**src/rtl/mem_port_arbiter_pkg.sv**
```systemverilog
// Shared definitions for the IF/D memory port arbiter: default widths,
// starvation limit and the encoding of the outstanding-read owner.
package mem_port_arbiter_pkg;

    localparam int DEF_ADDR_W   = 16;
    localparam int DEF_DATA_W   = 16;
    localparam int DEF_MAX_WAIT = 4;
    localparam int WAIT_CNT_W   = 4;

    localparam logic [1:0] OWN_NONE = 2'd0;
    localparam logic [1:0] OWN_IF   = 2'd1;
    localparam logic [1:0] OWN_D    = 2'd2;

endpackage

```
**src/rtl/mem_port_arbiter_if.sv**
```systemverilog
// Bundle of the fetch port, the load/store port and the unified memory port.
// The core/memory side uses master, the arbiter uses slave.
interface mem_port_arbiter_if
    import mem_port_arbiter_pkg::*;
#(
    parameter int ADDR_W = DEF_ADDR_W,
    parameter int DATA_W = DEF_DATA_W
) ();

    logic              if_req;
    logic [ADDR_W-1:0] if_addr;
    logic              if_gnt;
    logic              if_rvalid;
    logic [DATA_W-1:0] if_rdata;

    logic              d_req;
    logic              d_we;
    logic [ADDR_W-1:0] d_addr;
    logic [DATA_W-1:0] d_wdata;
    logic              d_gnt;
    logic              d_rvalid;
    logic [DATA_W-1:0] d_rdata;

    logic              mem_en;
    logic              mem_we;
    logic [ADDR_W-1:0] mem_addr;
    logic [DATA_W-1:0] mem_wdata;
    logic [DATA_W-1:0] mem_rdata;

    logic              starve;

    modport master (
        output if_req, if_addr, d_req, d_we, d_addr, d_wdata, mem_rdata,
        input  if_gnt, if_rvalid, if_rdata, d_gnt, d_rvalid, d_rdata,
        input  mem_en, mem_we, mem_addr, mem_wdata, starve
    );

    modport slave (
        input  if_req, if_addr, d_req, d_we, d_addr, d_wdata, mem_rdata,
        output if_gnt, if_rvalid, if_rdata, d_gnt, d_rvalid, d_rdata,
        output mem_en, mem_we, mem_addr, mem_wdata, starve
    );

endinterface

```
**src/rtl/arb_wait_counter.sv**
```systemverilog
// Saturating count of consecutive cycles the fetch port was denied;
// limit flags that the fetch port must win the next conflict.
module arb_wait_counter
    import mem_port_arbiter_pkg::*;
#(
    parameter int MAX_WAIT = DEF_MAX_WAIT
) (
    input  logic clk,
    input  logic rst,
    input  logic clr,
    input  logic inc,
    output logic limit
);

    localparam logic [WAIT_CNT_W-1:0] MAX_CNT = WAIT_CNT_W'(MAX_WAIT);

    logic [WAIT_CNT_W-1:0] cnt_r;

    // Clear wins over increment; increment holds at the limit.
    always_ff @(posedge clk) begin
        if (rst) begin
            cnt_r <= {WAIT_CNT_W{1'b0}};
        end else if (clr) begin
            cnt_r <= {WAIT_CNT_W{1'b0}};
        end else if (inc && (cnt_r != MAX_CNT)) begin
            cnt_r <= cnt_r + {{(WAIT_CNT_W-1){1'b0}}, 1'b1};
        end else begin
            cnt_r <= cnt_r;
        end
    end

    assign limit = (cnt_r == MAX_CNT);

endmodule

```
**src/rtl/mem_port_arbiter.sv**
```systemverilog
// Shares one single-port synchronous memory between instruction fetch and
// load/store: grants one requester per cycle and routes read data back.
module mem_port_arbiter
    import mem_port_arbiter_pkg::*;
#(
    parameter int ADDR_W   = DEF_ADDR_W,
    parameter int DATA_W   = DEF_DATA_W,
    parameter int MAX_WAIT = DEF_MAX_WAIT
) (
    input  logic               clk,
    input  logic               rst,
    mem_port_arbiter_if.slave  bus
);

    logic       if_gnt_s;
    logic       d_gnt_s;
    logic       starve_s;
    logic       wait_inc_s;
    logic       wait_clr_s;
    logic [1:0] rsp_owner_s;
    logic [1:0] rsp_owner_r;

    // Grant: D wins a conflict unless the fetch port has waited MAX_WAIT cycles.
    always_comb begin
        if_gnt_s = 1'b0;
        d_gnt_s  = 1'b0;
        if (rst) begin
            if_gnt_s = 1'b0;
            d_gnt_s  = 1'b0;
        end else if (bus.if_req && bus.d_req) begin
            if (starve_s) begin
                if_gnt_s = 1'b1;
            end else begin
                d_gnt_s = 1'b1;
            end
        end else if (bus.if_req) begin
            if_gnt_s = 1'b1;
        end else if (bus.d_req) begin
            d_gnt_s = 1'b1;
        end else begin
            if_gnt_s = 1'b0;
            d_gnt_s  = 1'b0;
        end
    end

    assign wait_inc_s = bus.if_req & ~if_gnt_s;
    assign wait_clr_s = ~wait_inc_s;

    arb_wait_counter #(
        .MAX_WAIT (MAX_WAIT)
    ) u_wait_counter (
        .clk   (clk),
        .rst   (rst),
        .clr   (wait_clr_s),
        .inc   (wait_inc_s),
        .limit (starve_s)
    );

    // Memory port mux from the winning requester; idle port drives zeros.
    always_comb begin
        bus.mem_en    = 1'b0;
        bus.mem_we    = 1'b0;
        bus.mem_addr  = {ADDR_W{1'b0}};
        bus.mem_wdata = {DATA_W{1'b0}};
        case ({if_gnt_s, d_gnt_s})
            2'b10: begin
                bus.mem_en   = 1'b1;
                bus.mem_addr = bus.if_addr;
            end
            2'b01: begin
                bus.mem_en    = 1'b1;
                bus.mem_we    = bus.d_we;
                bus.mem_addr  = bus.d_addr;
                bus.mem_wdata = bus.d_wdata;
            end
            default: begin
                bus.mem_en    = 1'b0;
                bus.mem_we    = 1'b0;
                bus.mem_addr  = {ADDR_W{1'b0}};
                bus.mem_wdata = {DATA_W{1'b0}};
            end
        endcase
    end

    // Owner of the read issued this cycle; stores leave no response pending.
    always_comb begin
        rsp_owner_s = OWN_NONE;
        if (if_gnt_s) begin
            rsp_owner_s = OWN_IF;
        end else if (d_gnt_s && !bus.d_we) begin
            rsp_owner_s = OWN_D;
        end else begin
            rsp_owner_s = OWN_NONE;
        end
    end

    // Response owner register, cleared so a read in flight at reset is dropped.
    always_ff @(posedge clk) begin
        if (rst) begin
            rsp_owner_r <= OWN_NONE;
        end else begin
            rsp_owner_r <= rsp_owner_s;
        end
    end

    assign bus.if_gnt    = if_gnt_s;
    assign bus.d_gnt     = d_gnt_s;
    assign bus.starve    = starve_s & ~rst;
    assign bus.if_rvalid = (rsp_owner_r == OWN_IF) & ~rst;
    assign bus.d_rvalid  = (rsp_owner_r == OWN_D) & ~rst;
    assign bus.if_rdata  = bus.if_rvalid ? bus.mem_rdata : {DATA_W{1'b0}};
    assign bus.d_rdata   = bus.d_rvalid ? bus.mem_rdata : {DATA_W{1'b0}};

endmodule

```
**src/flat_wrapper.sv**
```systemverilog
// flat-port wrapper written by rule: the top's interface ports become plain ports
module mem_port_arbiter_flat import mem_port_arbiter_pkg::*;
#(
    parameter int ADDR_W   = DEF_ADDR_W,
    parameter int DATA_W   = DEF_DATA_W,
    parameter int MAX_WAIT = DEF_MAX_WAIT
)
  (clk, rst, bus_if_req, bus_if_addr, bus_d_req, bus_d_we, bus_d_addr, bus_d_wdata, bus_mem_rdata, bus_if_gnt, bus_if_rvalid, bus_if_rdata, bus_d_gnt, bus_d_rvalid, bus_d_rdata, bus_mem_en, bus_mem_we, bus_mem_addr, bus_mem_wdata, bus_starve);
  mem_port_arbiter_if #(.ADDR_W(ADDR_W), .DATA_W(DATA_W)) bus_i ();
  input  logic clk;
  input  logic rst;
  input wire logic [$bits(bus_i.if_req)-1:0] bus_if_req;
  input wire logic [$bits(bus_i.if_addr)-1:0] bus_if_addr;
  input wire logic [$bits(bus_i.d_req)-1:0] bus_d_req;
  input wire logic [$bits(bus_i.d_we)-1:0] bus_d_we;
  input wire logic [$bits(bus_i.d_addr)-1:0] bus_d_addr;
  input wire logic [$bits(bus_i.d_wdata)-1:0] bus_d_wdata;
  input wire logic [$bits(bus_i.mem_rdata)-1:0] bus_mem_rdata;
  output wire logic [$bits(bus_i.if_gnt)-1:0] bus_if_gnt;
  output wire logic [$bits(bus_i.if_rvalid)-1:0] bus_if_rvalid;
  output wire logic [$bits(bus_i.if_rdata)-1:0] bus_if_rdata;
  output wire logic [$bits(bus_i.d_gnt)-1:0] bus_d_gnt;
  output wire logic [$bits(bus_i.d_rvalid)-1:0] bus_d_rvalid;
  output wire logic [$bits(bus_i.d_rdata)-1:0] bus_d_rdata;
  output wire logic [$bits(bus_i.mem_en)-1:0] bus_mem_en;
  output wire logic [$bits(bus_i.mem_we)-1:0] bus_mem_we;
  output wire logic [$bits(bus_i.mem_addr)-1:0] bus_mem_addr;
  output wire logic [$bits(bus_i.mem_wdata)-1:0] bus_mem_wdata;
  output wire logic [$bits(bus_i.starve)-1:0] bus_starve;
  assign bus_i.if_req = bus_if_req;
  assign bus_i.if_addr = bus_if_addr;
  assign bus_i.d_req = bus_d_req;
  assign bus_i.d_we = bus_d_we;
  assign bus_i.d_addr = bus_d_addr;
  assign bus_i.d_wdata = bus_d_wdata;
  assign bus_i.mem_rdata = bus_mem_rdata;
  assign bus_if_gnt = bus_i.if_gnt;
  assign bus_if_rvalid = bus_i.if_rvalid;
  assign bus_if_rdata = bus_i.if_rdata;
  assign bus_d_gnt = bus_i.d_gnt;
  assign bus_d_rvalid = bus_i.d_rvalid;
  assign bus_d_rdata = bus_i.d_rdata;
  assign bus_mem_en = bus_i.mem_en;
  assign bus_mem_we = bus_i.mem_we;
  assign bus_mem_addr = bus_i.mem_addr;
  assign bus_mem_wdata = bus_i.mem_wdata;
  assign bus_starve = bus_i.starve;
  mem_port_arbiter #(.ADDR_W(ADDR_W), .DATA_W(DATA_W), .MAX_WAIT(MAX_WAIT)) u_core (.clk(clk), .rst(rst), .bus(bus_i));
endmodule
```
**config.mk**
```make
export PLATFORM = sky130hd
export DESIGN_NAME = mem_port_arbiter_flat
export DESIGN_NICKNAME = d
export VERILOG_FILES = /design/src/rtl/mem_port_arbiter_pkg.sv /design/src/rtl/mem_port_arbiter_if.sv /design/src/rtl/arb_wait_counter.sv /design/src/rtl/mem_port_arbiter.sv /design/src/flat_wrapper.sv
export SDC_FILE = /design/constraint.sdc
export NUM_CORES = 1
export LEC_CHECK = 0
export CORE_ASPECT_RATIO = 1.4
export CORE_UTILIZATION = 22
export CTS_CLUSTER_SIZE = 25
export DETAILED_ROUTE_END_ITERATION = 8
export PLACE_DENSITY = 0.79
export SLEW_MARGIN = 20
export SYNTH_ARGS = -nofsm -noshare
export SYNTH_HDL_FRONTEND = slang
export SYNTH_SLANG_ARGS = --single-unit
```
**constraint.sdc**
```tcl
create_clock -name clk -period 2.44 [get_ports clk]
set_input_delay 0.244 -clock clk [delete_from_list [all_inputs] [get_ports clk]]
set_output_delay 0.244 -clock clk [all_outputs]
set_load 0.01 [all_outputs]
```
==> results_dict.tcl <==
set metrics [dict create \
    outcome "complete, no violations" \
    die_h_um 75.85 \
    worstPathMaxFanout 13 \
    dr.max_layer_used "met4" \
    clock-sinks 6 \
    slew_headroom 0.8603 \
    clk_latency_ns 0.22 \
    critical_path_class "reg -> out" \
    drv_cap 0 \
    critPathLaunchType "register" \
    postSynthCellCount 124 \
    die_w_um 54.75 \
    synth_commonest_cells "and2_1 (49), nor2_1 (22), a22oi_1 (16), inv_1 (7), dfxtp_1 (6)" \
    r2r_end "u_core.u_wait_counter.cnt_r[2]" \
    antenna_found_initial 0 \
    ctsHoldBuffers 0 \
    hold_path_depth 2 \
    place.gp.congestion 0.6695 \
    layout.filler_cells 301 \
    grt_pass1_vias 1306 \
    cts-buffers-inserted 3 \
    drtAntennaViolNets 0 \
    syn_area_um2 857.1 \
    drt_iter0_drc 11 \
    fin_util 0.6818 \
    finalWorstSetupSlack_ns 0.1092 \
    synthTopCellsByArea "and2_1 (36%), dfxtp_1 (14%), a22oi_1 (14%), nor2_1 (9.6%), ha_1 (5.8%)" \
    period_share 0.9552 \
    dr_wl_met2_mm 1.941 \
    p_leak_nw 1.078 \
    reg2regPathDepth 7 \
    drt-pass1-iter-count 4 \
    hpwlAfterDp_mm 3.160 \
    ys.flop_type "dfxtp_1" \
    cts_root_buf "clkbuf_8" \
    synth-seq-cells 6 \
    preCtsSetupSlack_ns -0.2412 \
    hold_path.startpoint "u_core.u_wait_counter.cnt_r[0]" \
    grt_pass1_wl_mm 5.244 \
    worstHoldEndpoint "u_core.u_wait_counter.cnt_r[0]" \
    seqCellArea_um2 120.1 \
    grt_max_degree 18 \
    totalPowerFinal_mw 0.5332 \
    yosys_warnings 0 \
    ir_worst_vdd_mv 0.2554 \
    maxSlewViolCount 0 \
    totalWireLength_mm 3.745 \
    r2r_start "u_core.u_wait_counter.cnt_r[0]" \
    synth_area_leader_cell "and2_1" \
    m1WireLength_mm 1.288 \
    io_pins 140 \
    fin_nets 350 \
    htreeDepth 1 \
    regToRegSetupSlack_ns 1.15 \
    dr_total_vias 1447 \
    min_path_type "reg -> reg" \
    synthMostInstantiatedCell "and2_1" \
    num_rows 26 \
    setup_viol 0 \
    grtUsageTotal 0.1730 \
    area_delta_synth_final_pct 192.4 \
    synth-edff-count 0 \
    viasPerCell 4.565 \
    drc_errors 0 \
    synthArstFlopShare 0 \
    skew_ns 0.0003864 \
    cts_tree "built" \
    start_util 0.2332 \
    crit_required_ns 2.20 \
    syn_nets 197 \
    port_buffers 139 \
    core_area_um2 3676 \
    synth_cell_types 18 \
    post_drt_wl_per_cell_um 11.81 \
    multiInputGateArea_um2 742.0 \
    final_hold_viol_count 0 \
    route.met3.wl_um 464 \
    num_antenna_cells 0 \
    arrival_ns 2.09 \
    tightest_slew_ns 0.2084 \
    final_layout_size_suffix_gt1_frac 0.1636 \
    die_area_um2 4153 \
    clk_pin_slew_ns 0.04 \
    cp-end-kind "output pin" \
    fmax_ghz 0.4290 \
    synth_top_area_share 0.3577 \
    cts_buffer_depth 2 \
    period_needed_ns 2.331 \
    syn_avg_cell_area_um2 6.912 \
    grt_overflow 0 \
    power-per-cell-area_nw_per_um2 212.7 \
    yosysSeqAreaShare 0.1401 \
]
-- registers in the layout, summed over array words and instances, names as in the netlist --
signal	cells
u_core.rsp_owner_r	2
u_core.u_wait_counter.cnt_r	4
-- cells by family after synthesis --
group | count (synthesis) | synth area share
xor+xnor | 2 | 0.02044
simple gates | 77 | 0.5256
fa+ha+maj | 4 | 0.05840
buf+inv | 16 | 0.09196
compound gates | 19 | 0.1635
flops | 6 | 0.1402
-- cell type report --
| type | instances | share of cell area |
|---|---|---|
| Clock buffer | 3 | 0.01648 |
| Tap cell | 42 | 0.02097 |
| Inverter | 7 | 0.01048 |
| Sequential cell | 6 | 0.04793 |
| Timing Repair Buffer | 157 | 0.6081 |
| Multi-Input combinational cell | 102 | 0.2961 |
-- cells in the final DEF, fill, tap and decap left out, types with 2 or more instances in the layout --
| master | n |
|---|---|
| a22oi_2 | 10 |
| ha_4 | 2 |
| dlygate4sd2_1 | 23 |
| clkdlybuf4s15_1 | 3 |
| and2_1 | 49 |
| a22oi_1 | 6 |
| clkdlybuf4s50_1 | 105 |
| nand3_1 | 2 |
| inv_1 | 7 |
| clkbuf_2 | 8 |
| buf_12 | 5 |
| clkbuf_8 | 3 |
| ha_1 | 2 |
| nor3b_4 | 2 |
| dfxtp_1 | 6 |
| buf_4 | 12 |
| nor2_1 | 22 |
-- critical path: stages, from the launching register on --
cell	delay, ns
dfxtp_1	0.30
inv_1	0.06
ha_1	0.15
nand3b_1	0.12
a211oi_2	0.24
buf_4	0.14
inv_1	0.06
ha_4	0.20
buf_12	0.15
a22oi_2	0.16
nor2_1	0.06
clkdlybuf4s15_1	0.23
-- report_power, final --
group	total, mW	switching (mW)	internal, mW	leakage (nW)
Sequential	0.103	0.00171	0.101	0.0488
Combinational	0.282	0.0950	0.187	1.01
Clock	0.149	0.0427	0.106	0.0216
Total	0.533	0.139	0.394	1.08
-- repair_timing --
action / CTS / global route
pin swaps: 2 / 1
gates cloned: 0 / 0
gates resized for setup: 40 / 30
buffers inserted: 0 / 1
setup endpoints to repair: 34 / 12
-- how the worst max path moves through the flow --
stage | start | slack (ns) | to
5_1_grt | u_core.u_wait_counter.cnt_r[0] | -0.01 | bus_mem_addr[3]
2_1_floorplan | u_core.u_wait_counter.cnt_r[0] | 0.15 | bus_mem_addr[1]
3_5_place_dp | bus_if_req | -0.24 | bus_mem_addr[10]
6_report | u_core.u_wait_counter.cnt_r[0] | 0.11 | bus_mem_addr[3]
3_3_place_gp | bus_if_req | -0.16 | bus_mem_addr[12]
4_1_cts | u_core.u_wait_counter.cnt_r[0] | 0.02 | bus_mem_addr[10]
-- metrics by stage --
step	instances	setup TNS (ns)	hold slack, ns	area (µm²)
after global routing	317	-0.009563	0.5468	2506
after CTS	316	0	0.5129	2471
after detailed placement	313	-5.996	0.5047	2439
after floorplan	124	0	0.3164	857.1
final	317	0	0.5178	2506
after global placement	313	-3.997	0.4861	2439
-- layer usage --
metal	GRT usage	vias up
li1	-	706
met5	0	-
met3	0.03393	4
met4	0.06838	0
met2	0.3333	114
met1	0.1718	623
No activity file was read; power rests on OpenSTA's default activity.
